--- src/rtl/fir_sequencer_if.sv ---
// rtl/fir_sequencer_if.sv - Host/datapath-facing signal bundle of the FIR sequencer
interface fir_sequencer_if #(
    parameter int ADDR_W = 4
);
    logic              dr;
    logic              lc;
    logic [1:0]        coeff_num;
    logic              overflow;
    logic              cnt_up;
    logic              modwait;
    logic [2:0]        op;
    logic [ADDR_W-1:0] src1;
    logic [ADDR_W-1:0] src2;
    logic [ADDR_W-1:0] dest;
    logic              err;

    // master: host, coefficient loader and ALU side; slave: the sequencer
    modport master (
        output dr, lc, coeff_num, overflow,
        input  cnt_up, modwait, op, src1, src2, dest, err
    );

    modport slave (
        input  dr, lc, coeff_num, overflow,
        output cnt_up, modwait, op, src1, src2, dest, err
    );
endinterface

--- src/rtl/fir_sequencer.sv ---
// rtl/fir_sequencer.sv - 4-tap FIR sample/MAC and coefficient-load sequencer
// Optional overflow abort to EIDLE compiled in by FIR_SEQ_OVERFLOW_ERR_EN.
module fir_sequencer #(
    parameter int ADDR_W = 4
) (
    input  logic             clk,
    input  logic             n_reset,
    fir_sequencer_if.slave   bus
);
    typedef enum logic [4:0] {
        S_IDLE, S_EIDLE, S_STORE, S_SH3, S_SH2, S_SH1, S_NEW, S_ZERO,
        S_MUL1, S_ADD1, S_MUL2, S_SUB2, S_MUL3, S_ADD3, S_MUL4, S_SUB4,
        S_LOADC
    } state_t;

    localparam logic [2:0] OP_NOP   = 3'b000;
    localparam logic [2:0] OP_COPY  = 3'b001;
    localparam logic [2:0] OP_LOAD1 = 3'b010;
    localparam logic [2:0] OP_LOAD2 = 3'b011;
    localparam logic [2:0] OP_ADD   = 3'b100;
    localparam logic [2:0] OP_SUB   = 3'b101;
    localparam logic [2:0] OP_MUL   = 3'b110;

    localparam logic [ADDR_W-1:0] R0  = ADDR_W'(0);
    localparam logic [ADDR_W-1:0] R1  = ADDR_W'(1);
    localparam logic [ADDR_W-1:0] R2  = ADDR_W'(2);
    localparam logic [ADDR_W-1:0] R3  = ADDR_W'(3);
    localparam logic [ADDR_W-1:0] R4  = ADDR_W'(4);
    localparam logic [ADDR_W-1:0] R5  = ADDR_W'(5);
    localparam logic [ADDR_W-1:0] R6  = ADDR_W'(6);
    localparam logic [ADDR_W-1:0] R7  = ADDR_W'(7);
    localparam logic [ADDR_W-1:0] R8  = ADDR_W'(8);
    localparam logic [ADDR_W-1:0] R9  = ADDR_W'(9);
    localparam logic [ADDR_W-1:0] R10 = ADDR_W'(10);

    state_t            state, next_state;
    logic              modwait_q, err_q;
    logic              ovf_abort;
    logic [2:0]        op_d;
    logic [ADDR_W-1:0] src1_d, src2_d, dest_d;
    logic              cnt_up_d;

`ifdef FIR_SEQ_OVERFLOW_ERR_EN
    assign ovf_abort = bus.overflow;
`else
    logic unused_overflow;
    assign unused_overflow = bus.overflow;
    assign ovf_abort       = 1'b0;
`endif

    always_ff @(posedge clk or negedge n_reset) begin
        if (!n_reset) begin
            state     <= S_IDLE;
            modwait_q <= 1'b0;
            err_q     <= 1'b0;
        end else begin
            state     <= next_state;
            modwait_q <= (next_state != S_IDLE) && (next_state != S_EIDLE);
            err_q     <= (next_state == S_EIDLE);
        end
    end

    always_comb begin
        next_state = state;
        case (state)
            S_IDLE, S_EIDLE: begin
                if (bus.dr)      next_state = S_STORE;
                else if (bus.lc) next_state = S_LOADC;
            end
            // A sample whose dr falls before it is latched is dropped as an error
            S_STORE: next_state = bus.dr ? S_SH3 : S_EIDLE;
            S_SH3:   next_state = S_SH2;
            S_SH2:   next_state = S_SH1;
            S_SH1:   next_state = S_NEW;
            S_NEW:   next_state = S_ZERO;
            S_ZERO:  next_state = S_MUL1;
            S_MUL1:  next_state = S_ADD1;
            S_ADD1:  next_state = ovf_abort ? S_EIDLE : S_MUL2;
            S_MUL2:  next_state = S_SUB2;
            S_SUB2:  next_state = ovf_abort ? S_EIDLE : S_MUL3;
            S_MUL3:  next_state = S_ADD3;
            S_ADD3:  next_state = ovf_abort ? S_EIDLE : S_MUL4;
            S_MUL4:  next_state = S_SUB4;
            S_SUB4:  next_state = ovf_abort ? S_EIDLE : S_IDLE;
            S_LOADC: next_state = S_IDLE;
            default: next_state = S_IDLE;
        endcase
    end

    always_comb begin
        op_d     = OP_NOP;
        src1_d   = R0;
        src2_d   = R0;
        dest_d   = R0;
        cnt_up_d = 1'b0;
        case (state)
            S_STORE: begin op_d = OP_LOAD1; dest_d = R10; cnt_up_d = 1'b1; end
            S_SH3:   begin op_d = OP_COPY; src1_d = R3;  dest_d = R4; end
            S_SH2:   begin op_d = OP_COPY; src1_d = R2;  dest_d = R3; end
            S_SH1:   begin op_d = OP_COPY; src1_d = R1;  dest_d = R2; end
            S_NEW:   begin op_d = OP_COPY; src1_d = R10; dest_d = R1; end
            S_ZERO:  begin op_d = OP_SUB; end
            S_MUL1:  begin op_d = OP_MUL; src1_d = R1; src2_d = R5; dest_d = R9; end
            S_ADD1:  begin op_d = OP_ADD; src2_d = R9; end
            S_MUL2:  begin op_d = OP_MUL; src1_d = R2; src2_d = R6; dest_d = R9; end
            S_SUB2:  begin op_d = OP_SUB; src2_d = R9; end
            S_MUL3:  begin op_d = OP_MUL; src1_d = R3; src2_d = R7; dest_d = R9; end
            S_ADD3:  begin op_d = OP_ADD; src2_d = R9; end
            S_MUL4:  begin op_d = OP_MUL; src1_d = R4; src2_d = R8; dest_d = R9; end
            S_SUB4:  begin op_d = OP_SUB; src2_d = R9; end
            S_LOADC: begin op_d = OP_LOAD2; dest_d = R5 + ADDR_W'(bus.coeff_num); end
            default: ;
        endcase
    end

    assign bus.op      = op_d;
    assign bus.src1    = src1_d;
    assign bus.src2    = src2_d;
    assign bus.dest    = dest_d;
    assign bus.cnt_up  = cnt_up_d;
    assign bus.modwait = modwait_q;
    assign bus.err     = err_q;
endmodule

--- src/flat_wrapper.sv ---
// flat-port wrapper written by rule: the top's interface ports become plain ports
module fir_sequencer_flat 
#(
    parameter int ADDR_W = 4
)
  (clk, n_reset, bus_dr, bus_lc, bus_coeff_num, bus_overflow, bus_cnt_up, bus_modwait, bus_op, bus_src1, bus_src2, bus_dest, bus_err);
  fir_sequencer_if #(.ADDR_W(ADDR_W)) bus_i ();
  input  logic clk;
  input  logic n_reset;
  input wire logic [$bits(bus_i.dr)-1:0] bus_dr;
  input wire logic [$bits(bus_i.lc)-1:0] bus_lc;
  input wire logic [$bits(bus_i.coeff_num)-1:0] bus_coeff_num;
  input wire logic [$bits(bus_i.overflow)-1:0] bus_overflow;
  output wire logic [$bits(bus_i.cnt_up)-1:0] bus_cnt_up;
  output wire logic [$bits(bus_i.modwait)-1:0] bus_modwait;
  output wire logic [$bits(bus_i.op)-1:0] bus_op;
  output wire logic [$bits(bus_i.src1)-1:0] bus_src1;
  output wire logic [$bits(bus_i.src2)-1:0] bus_src2;
  output wire logic [$bits(bus_i.dest)-1:0] bus_dest;
  output wire logic [$bits(bus_i.err)-1:0] bus_err;
  assign bus_i.dr = bus_dr;
  assign bus_i.lc = bus_lc;
  assign bus_i.coeff_num = bus_coeff_num;
  assign bus_i.overflow = bus_overflow;
  assign bus_cnt_up = bus_i.cnt_up;
  assign bus_modwait = bus_i.modwait;
  assign bus_op = bus_i.op;
  assign bus_src1 = bus_i.src1;
  assign bus_src2 = bus_i.src2;
  assign bus_dest = bus_i.dest;
  assign bus_err = bus_i.err;
  fir_sequencer #(.ADDR_W(ADDR_W)) u_core (.clk(clk), .n_reset(n_reset), .bus(bus_i));
endmodule
--- config.mk ---
export PLATFORM = sky130hd
export DESIGN_NAME = fir_sequencer_flat
export DESIGN_NICKNAME = d
export VERILOG_FILES = /design/src/rtl/fir_sequencer_if.sv /design/src/rtl/fir_sequencer.sv /design/src/flat_wrapper.sv
export SDC_FILE = /design/constraint.sdc
export NUM_CORES = 1
export LEC_CHECK = 0
export ABC_AREA = 0
export CORE_MARGIN = 2
export CORE_UTILIZATION = 50
export CTS_CLUSTER_SIZE = 25
export DETAILED_ROUTE_END_ITERATION = 16
export DONT_BUFFER_PORTS = 1
export SETUP_SLACK_MARGIN = 0.5
export SYNTH_ARGS = -nofsm -noshare
export SYNTH_HDL_FRONTEND = slang
export SYNTH_SLANG_ARGS = --single-unit
--- constraint.sdc ---
create_clock -name clk -period 1.87 [get_ports clk]
set_clock_uncertainty 0.1 [all_clocks]
set_input_delay 0.187 -clock clk [delete_from_list [all_inputs] [get_ports clk]]
set_output_delay 0.187 -clock clk [all_outputs]
set_load 0.02 [all_outputs]
==> results.sh, run 1 <==
export IMPL_async_reset_ff_share_pct=100
export IMPL_place_area_sq_um=813
export IMPL_yosysWarnings=0
export IMPL_yosys_area_top_type="dfrtp_1"
export IMPL_stop_stage="global routing"
export IMPL_worst_endpoint_kind="output port"
export IMPL_numCtsBuffers=3
export IMPL_ys_flop_type="dfrtp_1"
export IMPL_io_buffers=0
export IMPL_grt_max_degree=12
export IMPL_synth_seq_cells=7
export IMPL_syn_area_sq_um=664
export IMPL_syn_inst=81
export IMPL_cts_buffer_depth=2
export IMPL_postGrtWorstEndpoint="bus_src1[1]"
export IMPL_htreeDepth=1
export IMPL_cts_sinks=7
export IMPL_tool_error="[ERROR DPL-0038] Utilization greater than 100%, impossible to legalize"
export IMPL_yosysTopAreaCellShare_pct=26.4
export IMPL_start_util_pct=52.4
export IMPL_synth_area_leaders="dfrtp_1, a21oi_1, nor2_1, buf_4, nor3_1"
export IMPL_syn_num_nets=89
export IMPL_ys_types=43
export IMPL_status="aborted with a tool error"
export IMPL_place_congestion=0.720
export IMPL_die_h_um=40.5
export IMPL_postSynthAreaPerCell_sq_um=8.20
export IMPL_synth_edff_count=0
export IMPL_dp_hpwl_mm=1.16
export IMPL_die_w_um=40.5
export IMPL_num_rows=13
export IMPL_clockRootBuffer="clkbuf_4"
export IMPL_dp_cells=99
export IMPL_yosysSeqAreaShare_pct=26.4
export IMPL_ios=25
## stage by stage
stage          worst slack, ps  util [%]
2_1_floorplan              376         -
3_3_place_gp               215      64.1
3_5_place_dp               216      64.1
4_1_cts                   58.9      91.8
## Yosys cell counts (2+ instances only)
cell type / number
nor2_1: 9
dfrtp_1: 7
nor2b_1: 2
buf_4: 3
a21oi_1: 9
nand2_1: 4
clkbuf_1: 2
or2_1: 2
nand3b_1: 2
nand3_1: 2
o32ai_1: 2
buf_2: 3
nor3_1: 4
## timing repair
item	4_1_cts
hold buffers	2
pin swaps	17
gates resized for setup	32
buffers inserted	20
hold endpoints to repair	8
endpoints found under the setup margin	22
## cells by family after synthesis
family / synth area share [%]
simple gates: 32.0
compound gates: 26.0
buf+inv: 9.60
flops: 26.4
xor+xnor: 2.64
mux: 1.51
fa+ha+maj: 1.88
==> inputs of run 2 (changes only) <==
--- a/config.mk
+++ b/config.mk
@@ -6,12 +6,11 @@
 export NUM_CORES = 1
 export LEC_CHECK = 0
 export ABC_AREA = 0
-export CORE_MARGIN = 2
-export CORE_UTILIZATION = 50
-export CTS_CLUSTER_SIZE = 25
+export CORE_AREA = 2 2 63 65
 export DETAILED_ROUTE_END_ITERATION = 16
+export DIE_AREA = 0 0 65 67
 export DONT_BUFFER_PORTS = 1
-export SETUP_SLACK_MARGIN = 0.5
+export PLACE_DENSITY_LB_ADDON = 0.15
 export SYNTH_ARGS = -nofsm -noshare
 export SYNTH_HDL_FRONTEND = slang
 export SYNTH_SLANG_ARGS = --single-unit
==> results.sh, run 2 <==
export IMPL_status="completed"
export IMPL_drv_slew=0
export IMPL_worst_ep_arrival_time_ps=1510
export IMPL_switching_power_uw=998
export IMPL_slowest_stage="dfrtp_2"
export IMPL_whs_path_depth=1
export IMPL_ios=25
export IMPL_grt_max_degree=14
export IMPL_layout_common_cells="buf_4, a21oi_1, nor2_1"
export IMPL_r2r_cells=4
export IMPL_gr_usage_met3_pct=1.52
export IMPL_clockRootBuffer="clkbuf_8"
export IMPL_max_cap_viol_count=0
export IMPL_use_met1_pct=12.7
export IMPL_clk_latency_ps=220
export IMPL_cp_depth=3
export IMPL_antenna_cells=0
export IMPL_numCtsBuffers=3
export IMPL_required_ps=1580
export IMPL_grt_pass1_wl_mm=3.10
export IMPL_synth_area_leaders="dfrtp_1, a21oi_1, nor2_1, buf_4, nor3_1"
export IMPL_dp_hpwl_mm=1.39
export IMPL_path_class="reg2out"
export IMPL_path_clk_slew_ps=40
export IMPL_worst_path_max_fanout=8
export IMPL_min_path_type="in2reg"
export IMPL_wire_per_inst_um=12.7
export IMPL_ant_nets=0
export IMPL_antenna_found_initial=0
export IMPL_synth_seq_cells=7
export IMPL_p_clk_share_pct=10.5
export IMPL_total_power_uw=2000
export IMPL_first_iter_violations=10
export IMPL_vias=682
export IMPL_leakagePower_uw=0.000372
export IMPL_worstPathCellList="or3b_4, o32ai_2, buf_4"
export IMPL_io_buffers=0
export IMPL_largest_reg_flops=5
export IMPL_yosysWarnings=0
export IMPL_yosysTopAreaCellShare_pct=26.4
export IMPL_fmax_ghz=0.558
export IMPL_regMostFlops="u_core.state"
export IMPL_die_h_um=67
export IMPL_grt_use_total_pct=9.10
export IMPL_hold_violations=0
export IMPL_drc_errors=0
export IMPL_switching_share_pct=49.9
export IMPL_fin_crit_sh_pct=95.9
export IMPL_wl_mm=1.89
export IMPL_worst_pin_slew_ps=386
export IMPL_start_kind="flop"
export IMPL_grt_pass1_vias=625
export IMPL_tns_ps=0
export IMPL_cpPeakStageDelay_ps=450
export IMPL_start_util_pct=18.4
export IMPL_finalSetupViolCount=0
export IMPL_core_sq_um=3610
export IMPL_path_buf_inv=1
export IMPL_syn_inst=81
export IMPL_area_growth_pct=38.4
export IMPL_num_rows=22
export IMPL_async_reset_ff_share_pct=100
export IMPL_drive_gt1_share_pct=42.6
export IMPL_yosys_area_top_type="dfrtp_1"
export IMPL_postSynthAreaPerCell_sq_um=8.20
export IMPL_nets=110
export IMPL_cts_tree="yes"
export IMPL_pwr_share_seq_pct=17.9
export IMPL_yosysSeqAreaShare_pct=26.4
export IMPL_min_period_ps=1790
export IMPL_power_per_cell_area_nw_per_um2=2180
export IMPL_cts_sinks=7
export IMPL_grt_setup_unrepaired="false"
export IMPL_grt_busiest_layer="met2"
export IMPL_maxSlewHeadroom_pct=74.2
export IMPL_stdcell_count=149
export IMPL_syn_num_nets=89
export IMPL_htreeDepth=1
export IMPL_crit_path_end_kind="primary output"
export IMPL_place_congestion=0.724
export IMPL_use_met2_pct=14.0
export IMPL_die_w_um=65
export IMPL_ys_flop_type="dfrtp_1"
export IMPL_overflow=0
export IMPL_p_comb_share_pct=71.6
export IMPL_dr_pass1_iters=4
export IMPL_cts_buffer_depth=2
export IMPL_syn_area_sq_um=664
export IMPL_synth_edff_count=0
export IMPL_yosys_top_cells_count="a21oi_1, nor2_1, dfrtp_1"
export IMPL_via_per_inst=4.58
export IMPL_ir_worst_vdd_mv=0.499
export IMPL_die_area_sq_um=4360
export IMPL_p_int_uw=1000
export IMPL_dp_cells=139
export IMPL_final_common_cell="buf_4"
export IMPL_critPathTopFamily="flip-flops"
export IMPL_ys_types=43
==> run 2: cell counts after synthesis <==
Identical to the previous run, type by type.
==> run 2: cell type report <==
type | instances | area (sq um)
fill | 382 | 2690
clock buffer | 4 | 45.0
timing repair buffer | 25 | 190
multi-input combinational | 63 | 437
tap | 48 | 60.1
inverter | 2 | 7.51
sequential | 7 | 180
==> run 2: metrics by stage <==
step                setup slack (ps)  area, sq um  util [%]  hold slack [ps]
CTS                             10.3          871      24.1             20.9
global placement                 192          811      22.5             -208
detailed placement               205          811      22.5             -208
finish                          77.4          920      25.5             21.2
global route                    5.02          920      25.5             20.6
floorplan                        183          664         -             -209
==> run 2: per-layer routing <==
metal  routed length (um)  up-vias
li1                     -      336
met2                  894       22
met1                  937      324
met5                    0        -
met4                    0        0
met3                   56        0
==> run 2: logic make-up (layout without fill, tap and decap cells) <==
kind of cell	Yosys count	after routing	share of synthesized area, %
AO/OA/AOI/OAI	22	22	26.0
flip-flops	7	7	26.4
XOR/XNOR	2	2	2.64
buffers and inverters	11	31	9.60
AND/OR/NAND/NOR	37	37	32.0
adder cells (fa/ha/maj)	1	1	1.88
multiplexers	1	1	1.51
==> run 2: path summary, 6_finish.rpt <==
| check | end | slack (ps) | startpoint |
|---|---|---|---|
| setup reg to reg | u_core.bus.modwait | 300 | u_core.state[2] |
| hold / removal | u_core.state[4] | 20 | bus_lc |
| setup / recovery | bus_op[0] | 80 | u_core.state[1] |
| max in group asynchronous | u_core.state[1] | 1200 | n_reset |
| hold reg to reg | u_core.bus.err | 430 | u_core.state[4] |
| min in group asynchronous | u_core.bus.modwait | 200 | n_reset |
==> run 2: power groups by stage <==
stage          Sequential (uW)  Combinational, uW  Clock (uW)
6_report                   358               1430         209
4_1_cts                    378               1320         213
3_5_place_dp               373               1300           0
3_3_place_gp               378               1310           0
2_1_floorplan              270               1020           0
5_1_grt                    370               1560         230
==> run 2: repair_timing <==
action	in CTS	in global routing
hold buffers	1	0
gates resized for setup	3	5
setup endpoints to repair	5	7
pin swaps	0	0
setup buffers	0	5
hold endpoints to repair	7	0
(Power assumes the default switching activity.)
==> inputs of run 3 (changes only) <==
--- a/config.mk
+++ b/config.mk
@@ -11,6 +11,7 @@
 export DIE_AREA = 0 0 65 67
 export DONT_BUFFER_PORTS = 1
 export PLACE_DENSITY_LB_ADDON = 0.15
+export SKIP_CTS_REPAIR_TIMING = 1
 export SYNTH_ARGS = -nofsm -noshare
 export SYNTH_HDL_FRONTEND = slang
 export SYNTH_SLANG_ARGS = --single-unit
==> results.sh, run 3 (synthesis results as in run 2) <==
export IMPL_status="completed"
export IMPL_overflow=0
export IMPL_crit_path_end_kind="primary output"
export IMPL_die_w_um=65
export IMPL_largest_reg_flops=5
export IMPL_dp_cells=139
export IMPL_dr_pass1_iters=4
export IMPL_fmax_ghz=0.558
export IMPL_cts_buffer_depth=2
export IMPL_wl_mm=1.89
export IMPL_layout_common_cells="buf_4, a21oi_1, nor2_1"
export IMPL_htreeDepth=1
export IMPL_nets=110
export IMPL_start_util_pct=18.4
export IMPL_area_growth_pct=38.4
export IMPL_ir_worst_vdd_mv=0.499
export IMPL_wire_per_inst_um=12.7
export IMPL_place_congestion=0.724
export IMPL_grt_pass1_vias=620
export IMPL_path_class="reg2out"
export IMPL_multi_input_area_sq_um=437
export IMPL_hold_violations=0
export IMPL_leakagePower_uw=0.000372
export IMPL_clockRootBuffer="clkbuf_8"
export IMPL_timing_final_ws_setup_ps=77.3
export IMPL_required_ps=1580
export IMPL_grt_use_total_pct=9.03
export IMPL_core_sq_um=3610
export IMPL_cts_sinks=7
export IMPL_fill_cells=382
export IMPL_drive_gt1_share_pct=42.6
export IMPL_dp_hpwl_mm=1.39
export IMPL_min_period_ps=1790
export IMPL_maxSlewHeadroom_pct=74.2
export IMPL_power_per_cell_area_nw_per_um2=2180
export IMPL_min_path_type="in2reg"
export IMPL_cts_tree="yes"
export IMPL_clk_latency_ps=220
export IMPL_grt_max_degree=14
export IMPL_max_cap_viol_count=0
export IMPL_start_kind="flop"
export IMPL_worst_ep_arrival_time_ps=1510
export IMPL_ios=25
export IMPL_worst_pin_slew_ps=386
export IMPL_num_rows=22
export IMPL_ff_latch_area_sq_um=180
export IMPL_numCtsBuffers=3
export IMPL_die_area_sq_um=4360
export IMPL_ant_nets=0
export IMPL_antenna_cells=0
export IMPL_io_buffers=0
export IMPL_stdcell_count=149
export IMPL_regMostFlops="u_core.state"
export IMPL_antenna_found_initial=0
export IMPL_fin_util_pct=25.5
export IMPL_vias=684
export IMPL_drc_errors=0
export IMPL_tns_ps=0
export IMPL_first_iter_violations=10
export IMPL_final_common_cell="buf_4"
export IMPL_grt_setup_unrepaired="false"
export IMPL_drv_slew=0
export IMPL_dpl_worst_slack_ps=205
export IMPL_worst_path_max_fanout=8
export IMPL_path_clk_slew_ps=40
export IMPL_fin_crit_sh_pct=95.9
export IMPL_finalSetupViolCount=0
export IMPL_via_per_inst=4.59
export IMPL_die_h_um=67
export IMPL_grt_pass1_wl_mm=3.08
-- run 3: cell counts in the layout (fill, tap and decap cells not counted) --
Identical to the previous run, type by type.
-- run 3: layout make-up --
type                            count  area share [%]
Timing Repair Buffer               25            20.7
Clock buffer                        4            4.90
Sequential cell                     7            19.6
Inverter                            2           0.816
Multi-Input combinational cell     63            47.5
Tap cell                           48            6.53
-- run 3: critical path, stage by stage (launching register included) --
cell and delay (ps):
dfrtp_2 450, or3b_4 440, o32ai_2 220, buf_4 180
-- run 3: worst paths after layout --
| kind | from | end | slack (ps) | cells after the start |
|---|---|---|---|---|
| max in group asynchronous | n_reset | u_core.state[1] | 1200 | 1 |
| min in group asynchronous | n_reset | u_core.bus.modwait | 200 | 1 |
| worst min-delay path | bus_lc | u_core.state[4] | 20 | 1 |
| worst max-delay path | u_core.state[1] | bus_op[0] | 80 | 3 |
| worst min register to register | u_core.state[4] | u_core.bus.err | 430 | 1 |
| worst max register to register | u_core.state[2] | u_core.bus.modwait | 300 | 4 |
-- run 3: report_power, final --
part	internal (uW)	switching, uW
registers	224	134
logic	632	802
clock network	147	62.3
-- run 3: routing by layer --
| metal | vias to the layer above | GRT usage (%) | share of wire, % |
|---|---|---|---|
| li1 | 336 | - | - |
| met1 | 326 | 12.4 | 50 |
| met2 | 22 | 14.2 | 47 |
| met3 | 0 | 1.52 | 3.1 |
| met4 | 0 | 3.19 | 0 |
| met5 | - | 0 | 0 |
-- run 3: metrics by stage --
stage | power, uW | hold WS [ps] | instance area, sq um
4_1_cts | 1890 | -445 | 856
3_3_place_gp | 1680 | -208 | 811
2_1_floorplan | 1290 | -209 | 664
5_1_grt | 2160 | 20.6 | 920
6_report | 2000 | 21.2 | 920
3_5_place_dp | 1680 | -208 | 811
==> inputs of run 4 (changes only) <==
--- a/config.mk
+++ b/config.mk
@@ -9,7 +9,6 @@
 export CORE_AREA = 2 2 63 65
 export DETAILED_ROUTE_END_ITERATION = 16
 export DIE_AREA = 0 0 65 67
-export DONT_BUFFER_PORTS = 1
 export PLACE_DENSITY_LB_ADDON = 0.15
 export SKIP_CTS_REPAIR_TIMING = 1
 export SYNTH_ARGS = -nofsm -noshare
==> constraint.sdc (replaced) <==
create_clock -name clk -period 1.55 [get_ports clk]
set_clock_uncertainty 0.1 [all_clocks]
set_input_delay 0.155 -clock clk [delete_from_list [all_inputs] [get_ports clk]]
set_output_delay 0.155 -clock clk [all_outputs]
set_load 0.02 [all_outputs]
==> results.sh, run 4 (synthesis results as in run 2) <==
export IMPL_r2r_cells=4
export IMPL_place_area_sq_um=1100
export IMPL_drc_errors=0
export IMPL_die_w_um=65
export IMPL_fin_util_pct=33.0
export IMPL_p_comb_share_pct=79.2
export IMPL_vias=747
export IMPL_start_util_pct=18.4
export IMPL_clk_latency_ps=220
export IMPL_antenna_cells=0
export IMPL_grt_setup_unrepaired="true"
export IMPL_io_buffers=23
export IMPL_die_area_sq_um=4360
export IMPL_pwr_share_seq_pct=12.2
export IMPL_reg2reg_to="u_core.bus.modwait"
export IMPL_switching_share_pct=46.5
export IMPL_via_per_inst=4.34
export IMPL_drive_gt1_share_pct=54.8
export IMPL_fin_crit_sh_pct=112
export IMPL_min_path_type="in2async"
export IMPL_min_period_ps=1730
export IMPL_wire_per_inst_um=11.5
export IMPL_final_common_cell="buf_4"
export IMPL_place_congestion=0.692
export IMPL_cts_sinks=7
export IMPL_max_cap_viol_count=0
export IMPL_worst_ep_arrival_time_ps=1470
export IMPL_overflow=0
export IMPL_total_power_uw=2920
export IMPL_timing_final_ws_setup_ps=-179
export IMPL_htreeDepth=1
export IMPL_core_sq_um=3610
export IMPL_p_clk_share_pct=8.6
export IMPL_die_h_um=67
export IMPL_path_class="reg2out"
export IMPL_required_ps=1290
export IMPL_start_kind="flop"
export IMPL_numCtsBuffers=3
export IMPL_ir_worst_vdd_mv=0.635
export IMPL_grt_pass1_vias=708
export IMPL_grt_use_total_pct=9.07
export IMPL_fmax_ghz=0.578
export IMPL_hold_violations=0
export IMPL_final_area_sq_um=1190
export IMPL_clockRootBuffer="clkbuf_8"
export IMPL_dr_pass1_iters=3
export IMPL_dp_hpwl_mm=1.53
export IMPL_regMostFlops="u_core.state"
export IMPL_path_buf_inv=1
export IMPL_drv_slew=0
export IMPL_largest_reg_flops=5
export IMPL_num_rows=22
export IMPL_crit_path_end_kind="primary output"
export IMPL_nets=133
export IMPL_worst_pin_slew_ps=299
export IMPL_slowest_stage="dfrtp_2"
export IMPL_ios=25
export IMPL_first_iter_violations=15
export IMPL_switching_power_uw=1360
export IMPL_ant_nets=0
export IMPL_p_int_uw=1560
export IMPL_grt_max_degree=12
export IMPL_cts_buffer_depth=2
export IMPL_wl_mm=1.98
export IMPL_worstPathCellList="or3b_4, o32ai_2, buf_4"
export IMPL_path_clk_slew_ps=40
export IMPL_finalSetupViolCount=13
export IMPL_leakagePower_uw=0.000504
export IMPL_antenna_found_initial=0
export IMPL_cpPeakStageDelay_ps=430
export IMPL_maxSlewHeadroom_pct=80.0
export IMPL_violations="negative setup slack"
export IMPL_rrSetupSlack_ps=20
export IMPL_power_per_cell_area_nw_per_um2=2460
export IMPL_layout_common_cells="buf_4, nor2_1, a21oi_1, clkdlybuf4s50_1, buf_6"
export IMPL_cts_tree="yes"
export IMPL_status="complete, but fails checks"
export IMPL_critPathTopFamily="flip-flops"
export IMPL_grt_pass1_wl_mm=3.11
export IMPL_area_growth_pct=78.9
export IMPL_r2r_start="u_core.state[0]"
export IMPL_worst_path_max_fanout=6
-- run 4: power by group through the flow --
| stage | sequential [uW] | clock, uW | combinational, uW |
|---|---|---|---|
| 6_report | 355 | 252 | 2310 |
| 5_1_grt | 367 | 266 | 2510 |
| 4_1_cts | 347 | 260 | 2220 |
| 3_5_place_dp | 348 | 0 | 2210 |
| 3_3_place_gp | 345 | 0 | 2230 |
| 2_1_floorplan | 325 | 0 | 1280 |
-- run 4: metrics by stage --
| stage | setup WS (ps) | hold slack [ps] | std cells | setup TNS (ps) |
|---|---|---|---|---|
| after floorplan | -11.7 | -241 | 81 | -11.7 |
| after global placement | -414 | 332 | 167 | -5250 |
| after detailed placement | -425 | 327 | 167 | -5290 |
| after CTS | -671 | 88.6 | 171 | -9190 |
| after global routing | -219 | 120 | 172 | -2260 |
| final | -179 | 82.7 | 172 | -1150 |
-- run 4: worst max-delay path by stage --
| stage | slack, ps | startpoint | depth (start not counted) | to |
|---|---|---|---|---|
| after global routing | -220 | u_core.state[1] | 3 | bus_op[0] |
| after detailed placement | -420 | u_core.state[1] | 3 | bus_op[0] |
| after floorplan | -10 | u_core.state[3] | 3 | bus_src2[2] |
| final | -180 | u_core.state[1] | 3 | bus_op[0] |
| after CTS | -670 | u_core.state[1] | 3 | bus_op[0] |
| after global placement | -410 | u_core.state[2] | 4 | bus_dest[1] |
-- run 4: per-layer routing --
metal  wire [um]  share of wire [%]  track usage [%]  vias up
li1            -                  -                -      379
met1         939                 47             11.5      353
met2         993                 50             15.5       13
met3          31                1.6             1.52        2
met4          15               0.76             3.19        0
met5           0                  0                0        -
-- run 4: layout make-up --
class	count	area, sq um
Fill cell	395	2420
Multi-Input combinational cell	63	504
Timing Repair Buffer	48	394
Sequential cell	7	178
Tap cell	48	60.1
Clock buffer	4	45.0
Inverter	2	7.51
